File: config.mk
export PLATFORM = sky130hd
export DESIGN_NAME = bpm_window_ctrl
export DESIGN_NICKNAME = d
export VERILOG_FILES = /design/src/rtl/bpm_window_ctrl.sv
export SDC_FILE = /design/constraint.sdc
export NUM_CORES = 1
export LEC_CHECK = 0
export CORE_MARGIN = 2
export CORE_UTILIZATION = 55
export DETAILED_ROUTE_END_ITERATION = 10
export PLACE_DENSITY = 0.8
export SETUP_SLACK_MARGIN = 0.05
export SYNTH_ARGS = -nofsm -noshare
export SYNTH_HDL_FRONTEND = slang
export SYNTH_SLANG_ARGS = --single-unit
export TNS_END_PERCENT = 10
File: constraint.sdc
create_clock -name clk -period 2.8 [get_ports clk]
set_input_delay 0.84 -clock clk [delete_from_list [all_inputs] [get_ports clk]]
set_output_delay 0.84 -clock clk [all_outputs]
set_load 0.1 [all_outputs]
File: src/rtl/bpm_window_ctrl.sv
// Heart-rate measurement window controller: ms prescaler, fixed-length counting
// window, synchronized beat counting and saturating beats-per-minute conversion.
module bpm_window_ctrl #(
    parameter int TICK_DIV  = 100_000,
    parameter int WINDOW_MS = 15_000,
    parameter int BPM_MULT  = 4,
    parameter int CNT_W     = 8
) (
    input  logic             clk,
    input  logic             rst,
    input  logic             start,
    input  logic             stop,
    input  logic             beat_in,
    output logic             busy,
    output logic [CNT_W-1:0] bpm,
    output logic             bpm_valid,
    output logic             overflow,
    output logic             heartbeat_led
);
    localparam int PRE_W  = (TICK_DIV > 1) ? $clog2(TICK_DIV) : 1;
    localparam int MS_W   = (WINDOW_MS > 1) ? $clog2(WINDOW_MS) : 1;
    localparam int PROD_W = CNT_W + $clog2(BPM_MULT) + 1;

    localparam logic [PRE_W-1:0]          PRE_LAST = PRE_W'(TICK_DIV - 1);
    localparam logic [MS_W-1:0]           MS_LAST  = MS_W'(WINDOW_MS - 1);
    localparam logic [CNT_W-1:0]          CNT_MAX  = '1;
    localparam logic signed [PROD_W-1:0]  MULT_S   = PROD_W'(BPM_MULT);
    localparam logic signed [PROD_W-1:0]  BPM_MAX  = PROD_W'((1 << CNT_W) - 1);

    typedef enum logic [1:0] {IDLE, MEASURE, LATCH} state_t;

    state_t                    state, state_nxt;
    logic                      beat_sync_p0, beat_sync_p1, beat_prev_p2;
    logic                      beat_evt, tick, win_end;
    logic                      clr_all, do_latch, sat_hit;
    logic [PRE_W-1:0]          presc;
    logic [MS_W-1:0]           ms_cnt;
    logic [CNT_W-1:0]          beat_cnt;
    logic signed [PROD_W-1:0]  product;

    function automatic logic signed [PROD_W-1:0] scale_cnt(input logic [CNT_W-1:0] cnt);
        return $signed({{(PROD_W-CNT_W){1'b0}}, cnt}) * MULT_S;
    endfunction

    function automatic logic [CNT_W-1:0] sat_bpm(input logic signed [PROD_W-1:0] p);
        return (p > BPM_MAX) ? CNT_MAX : p[CNT_W-1:0];
    endfunction

    assign busy     = (state != IDLE);
    assign beat_evt = beat_sync_p1 & ~beat_prev_p2;
    assign tick     = (state == MEASURE) && (presc == PRE_LAST);
    assign win_end  = tick && (ms_cnt == MS_LAST);
    assign product  = scale_cnt(beat_cnt);
    assign sat_hit  = (product > BPM_MAX);

    always_ff @(posedge clk or posedge rst) begin
        if (rst) state <= IDLE;
        else     state <= state_nxt;
    end

    // stop overrides everything; start overrides a pending window end or latch
    always_comb begin
        state_nxt = state;
        clr_all   = 1'b0;
        do_latch  = 1'b0;
        case (state)
            IDLE: begin
                if (start) begin
                    state_nxt = MEASURE;
                    clr_all   = 1'b1;
                end
            end
            MEASURE: begin
                if (start)        clr_all   = 1'b1;
                else if (win_end) state_nxt = LATCH;
            end
            LATCH: begin
                state_nxt = MEASURE;
                if (start) clr_all  = 1'b1;
                else       do_latch = 1'b1;
            end
            default: state_nxt = IDLE;
        endcase
        if (stop) begin
            state_nxt = IDLE;
            clr_all   = 1'b0;
            do_latch  = 1'b0;
        end
    end

    always_ff @(posedge clk or posedge rst) begin
        if (rst) begin
            beat_sync_p0  <= 1'b0;
            beat_sync_p1  <= 1'b0;
            beat_prev_p2  <= 1'b0;
            presc         <= '0;
            ms_cnt        <= '0;
            beat_cnt      <= '0;
            bpm           <= '0;
            bpm_valid     <= 1'b0;
            overflow      <= 1'b0;
            heartbeat_led <= 1'b0;
        end else begin
            // p0/p1: synchronizer, p2: previous level for edge detect
            beat_sync_p0 <= beat_in;
            beat_sync_p1 <= beat_sync_p0;
            beat_prev_p2 <= beat_sync_p1;
            bpm_valid    <= 1'b0;

            if (clr_all || stop || state != MEASURE) begin
                presc  <= '0;
                ms_cnt <= '0;
            end else begin
                presc <= tick ? '0 : presc + 1'b1;
                if (tick) ms_cnt <= win_end ? '0 : ms_cnt + 1'b1;
            end

            if (clr_all || stop) begin
                beat_cnt <= '0;
            end else if (do_latch) begin
                beat_cnt <= beat_evt ? CNT_W'(1) : '0;
            end else if (state == MEASURE && beat_evt && beat_cnt != CNT_MAX) begin
                beat_cnt <= beat_cnt + 1'b1;
            end

            if (clr_all) begin
                overflow <= 1'b0;
            end else if (do_latch) begin
                bpm           <= sat_bpm(product);
                bpm_valid     <= 1'b1;
                heartbeat_led <= ~heartbeat_led;
                if (sat_hit) overflow <= 1'b1;
            end
        end
    end
endmodule

Word-level counts from Yosys, hierarchy flattened

Cells that the tools add are included.

Bits in registers: 55
Bits of input ports: 5
Output and inout bits: 12
Word-level logic and storage cells: 70

Add/sub/neg operators: 3
Order comparisons: 1
Eq/ne operators: 9
Muxes and demuxes: 26
Bitwise gates (word level): 4
Reduce and logical (&&, ||, !) cells: 16

Operator list:

| operator              | count |
|---|---|
| $mux 14               | 3 |
| $mux 17               | 2 |
| $mux 8                | 4 |
| $add 17x1->17 const B | 1 |
| $eq 17x17->1 const B  | 1 |
| $add 14x1->14 const B | 1 |
| $eq 14x14->1 const B  | 1 |
| $mux 1                | 12 |
| $gt 10x8->1 const B   | 1 |
| $ne 3x3->1 const B    | 3 |
| $add 8x1->8 const B   | 1 |
| $mux 2                | 4 |
| $ne 8x8->1 const B    | 1 |
| $reduce_bool 2->1     | 4 |
| $pmux 2 s3            | 1 |
| $logic_and 1x1->1     | 4 |
| $reduce_and 2->1      | 2 |
| $not 1->1             | 3 |
| $reduce_and 3->1      | 1 |
| $reduce_bool 3->1     | 1 |
| $reduce_or 3->1       | 1 |
| $eq 2x1->1 const B    | 1 |
| $eq 2x2->1 const B    | 1 |
| $logic_not 2->1       | 1 |
| other kinds (3)       | 4 |

Depth between registers and ports, before layout

Word-level depth: 7
Mapped depth: 10
Depth with buffers taken out: 6

Worst setup path before layout

OpenSTA, ideal clock, no wires.

Kind: register to output
From: reg bpm[1]
To: out bpm[1]
Arrival: 1.337 ns
Data required time: 1.960 ns
Slack: 0.623 ns
Stages on the path, launching flop included: 2
Buffers on the path: 1
Cell sequence: dfrtp_1 buf_4

RTL lines:

| element                | RTL line | source |
|---|---|---|
| from (decl)            | 15       | `output logic [CNT_W-1:0] bpm,` |
| from (signal assigned) | 129      | `bpm <= sat_bpm(product);` |

No word-level cell between the ends.

Final worst setup path

From: reg presc[0]
To: reg ms_cnt[5]

Word-level cells in the longest chain between the ends: 6
Elaborated cells on any way between the ends: 7
Those cells by class: 1 x eq/ne; 3 x mux; 3 x reduce/logical

RTL lines:

| element                | RTL line | source |
|---|---|---|
| from (decl)            | 36       | `logic [PRE_W-1:0] presc;` |
| from (signal assigned) | 114      | `presc <= tick ? '0 : presc + 1'b1;` |
| $eq 17x17->1 *         | 51       | `assign tick = (state == MEASURE) && (presc == PRE_LAST);` |
| $logic_and 1x1->1 *    | 51       |  |
| $logic_and 1x1->1      | 52       | `assign win_end = tick && (ms_cnt == MS_LAST);` |
| $mux 14 (2 in a row)   | 115      | `if (tick) ms_cnt <= win_end ? '0 : ms_cnt + 1'b1;` |
| $mux 14                | 110      | `if (clr_all \|\| stop \|\| state != MEASURE) begin` |
| to (signal assigned)   | 115      |  |
| to (decl)              | 37       | `logic [MS_W-1:0] ms_cnt;` |

Every way passes the cells marked *; elsewhere a longest branch is shown, timed or not. The select of a mux whose other input is x is not followed.
A chain may end at the register's enable or synchronous reset.

==> summary.md <==
| Metric | Value |
|---|---|
| Worst-Margin Slew | `0.574 ns` |
| Share of the cycle needed by the critical path after routing | `90.5%` |
| RR Startpoint | `presc[0]` |
| DIE WIDTH | `74.0 um` |
| Count of clock tree sinks | `54` |
| RePlAce Congestion | `0.819` |
| FP Rows | `25` |
| Storage element area | `1350 sq um` |
| Critical path class | `reg2reg` |
| Drt wl/cell | `13.6 um` |
| Final Max Slew Viols | `0` |
| First-pass DRT Iterations | `4` |
| Wire length of the first global-routing pass | `8.85 mm` |
| Design area | `3000 sq um` |
| Post-synth EDFFs | `0` |
| Post-synth top area cell | `dfrtp_1` |
| Min Hold Slack | `0.356 ns` |
| # resized after CTS | `0` |
| Most frequent cells in the layout | `54 x dfrtp_1, 42 x nor2_1, 29 x nand2_1` |
| Drt drc | `0` |
| Vias post-DR | `2,044` |
| Dpl hpwl | `3.44 mm` |
| Die area | `5480 sq um` |
| Worst hold path class | `reg2reg` |
| CP required | `3.03 ns` |
| Min Tclk post-route | `2.53 ns` |
| Final WL | `5.03 mm` |
| Final-stage net count | `309` |
| Total track usage | `21.1%` |
| Share of cells above drive strength 1 | `11.6%` |
| Final Skew | `0.00653 ns` |
| Multi-input gate area | `1260 sq um` |
| CTS tree | `yes` |
| CP cell instances | `ha_1 > and3_1 > nand3_2 > or4_1 > or4_1 > o21ai_1` |
| Top achievable clock speed | `0.395 GHz` |
| Syn nets | `293` |
| Fin util | `63.4%` |
| H-tree depth | `2` |
| R2r setup slk | `0.27 ns` |
| Gate Count Post-Synth | `285` |
| Worst path max stage delay | `0.83 ns` |
| Pin count of the biggest net entering global routing | `55` |
| Hold-fix buffers, CTS | `0` |
| Max Fanout on Critical Path | `19` |
| Insertion delay to the later sink of the worst-skew pair | `0.31 ns` |
| Hold path endpoint | `beat_sync_p1` |
| PD cells | `429 nW/um^2` |
| R2R cell count | `6` |
| Syn-to-layout area delta | `11.1%` |
| Hold_sp | `beat_sync_p0` |
| Max Cap Viol | `0` |
| Placed Area | `2910 sq um` |
| Seq cells post-synth | `54` |
| Core area | `4720 sq um` |
| Initial antenna violation count | `0` |
| Root buf cell | `clkbuf_8` |
| Hold Vio Cnt, Final | `0` |
| Initial Util | `57.1%` |
| Clock Pin Slew Worst Setup and Hold Paths | `0.09 ns` |
| Iter 0 DRT Violations | `103` |
| CP Capture Type | `flop` |
| Ys async rst share | `100%` |
| Die H | `74.0 um` |
| Slew margin rel. | `61.6%` |
| Part of the Yosys area used for sequential elements | `50.1%` |
| Vias in the first global route | `1,935` |
| RR Endpoint | `ms_cnt[5]` |
| Setup_tns | `0 ns` |
| Buffer depth of the longest clock path | `2` |
| TritonCTS buffer count | `5` |
| Mean post-synth cell area | `9.46 sq um` |
| Post-route ant nets | `0` |
| Leakage | `1.25 nW` |
| CP startpoint kind | `flop` |
| DR vias/cell | `5.54` |
| Critical path's most frequent cell | `or4_1` |
| Max VDD drop | `0.000215 V` |
| Status | `finished, final reports clean` |
| RSZ-0062 raised after global routing | `false` |
| Post-synth top area share | `50.1%` |
| Post-synthesis cell area | `2700 sq um` |
| Commonest non-fill, non-tap cell in the layout | `dfrtp_1` |
| Ant. Diodes | `0` |
| Main synth FF type | `dfrtp_1` |
| Top cells by area, synth | `dfrtp_1 50%, nor2_1 5.8%, nand2_1 4.0%` |
| Synth warn | `0` |
| Post-CTS Setup Repair Bufs | `0` |
| Final count of negative-setup-slack endpoints | `0` |
| Number of distinct library cells after synthesis | `43` |
| Input/output buffers | `16` |
| Layout filler cell count | `390` |
| # IOs | `17` |
| GR Overflow Total | `0` |
| Hold Path Depth | `0` |
| Max stage delay cell, worst path | `or4_1` |
| Worst Path Arrival | `2.76 ns` |
==> flip-flops by register name (all words and copies together), names as in the netlist <==
| register | flops |
|---|---|
| heartbeat_led | 1 |
| beat_sync_p0 | 1 |
| beat_sync_p1 | 1 |
| state | 2 |
| bpm_valid | 1 |
| beat_cnt | 8 |
| beat_prev_p2 | 1 |
| bpm | 7 |
| presc | 17 |
| ms_cnt | 14 |
| overflow | 1 |
==> report_power, final <==
part	total [W]	switching, W	internal, W
Sequential	0.000787	0.00000396	0.000783
Combinational	0.0000565	0.0000390	0.0000175
Clock	0.000441	0.000241	0.000200
Total	0.00128	0.000284	0.00100
==> cells by family after synthesis <==
kind of cell	after synthesis	share of synthesized area (%)
muxes	3	1.16
buffers and inverters	20	3.29
adders and majority gates	3	1.39
AOI/OAI and AO/OA	45	9.93
DFF	54	50.1
xor gates and xnor gates	22	7.15
and+or+nand+nor	138	27.0
==> worst max-delay path by stage <==
stage                     cells past startpoint     start    endpoint
final                                         6  presc[0]   ms_cnt[5]
after global routing                          7  presc[0]   ms_cnt[0]
after detailed placement                      5      stop   ms_cnt[5]
after CTS                                     6  presc[0]   ms_cnt[5]
after floorplan                               1    bpm[1]      bpm[1]
after global placement                        5      stop  ms_cnt[10]
==> through the flow <==
stage / power [W] / cells / setup slack (ns)
2_1_floorplan: 0.000837 / 285 / 0.623
3_3_place_gp: 0.000860 / 361 / 0.262
3_5_place_dp: 0.000860 / 361 / 0.166
4_1_cts: 0.00130 / 369 / 0.266
5_1_grt: 0.00133 / 369 / 0.116
6_report: 0.00128 / 369 / 0.266
==> worst max-delay path: cells and delay by family, from the launching register on <==
| family | cells | cell delay [ns] |
|---|---|---|
| adders and majority gates | 1 | 0.20 |
| AOI/OAI and AO/OA | 1 | 0.10 |
| and+or+nand+nor | 4 | 1.77 |
| DFF | 1 | 0.39 |
==> Yosys cell counts, drive strengths merged, types with 2 or more instances <==
cell type,instances
or3,8
o21ai,10
o22ai,5
and3,7
nand4bb,2
ha,3
nor2b,2
buf,6
o21a,3
o31ai,2
or2,4
inv,7
dfrtp,54
nand3,11
nand4,10
nand2,29
mux2i,2
clkbuf,7
xor2,12
nor2,42
nor3,3
and2,4
and4,4
a21oi,19
xnor2,10
or4,7
o211ai,2
==> routing by layer <==
metal  part of all wire [%]  GRT usage [%]  wire length (um)
met1                     47           29.4              2380
met2                     48           33.2              2430
met3                    3.3           4.61               164
met4                    1.2           6.67                60
met5                      0              0                 0
==> cell type report <==
type / instances / area share [%]
flip-flops and latches: 54 / 45.1
multi-input cells: 211 / 41.9
repair buffers: 22 / 6.26
clock buffers: 7 / 2.88
well taps: 67 / 2.80
inverters: 7 / 0.877
clock inverters: 1 / 0.167
Power figures use the tool's default switching activity.
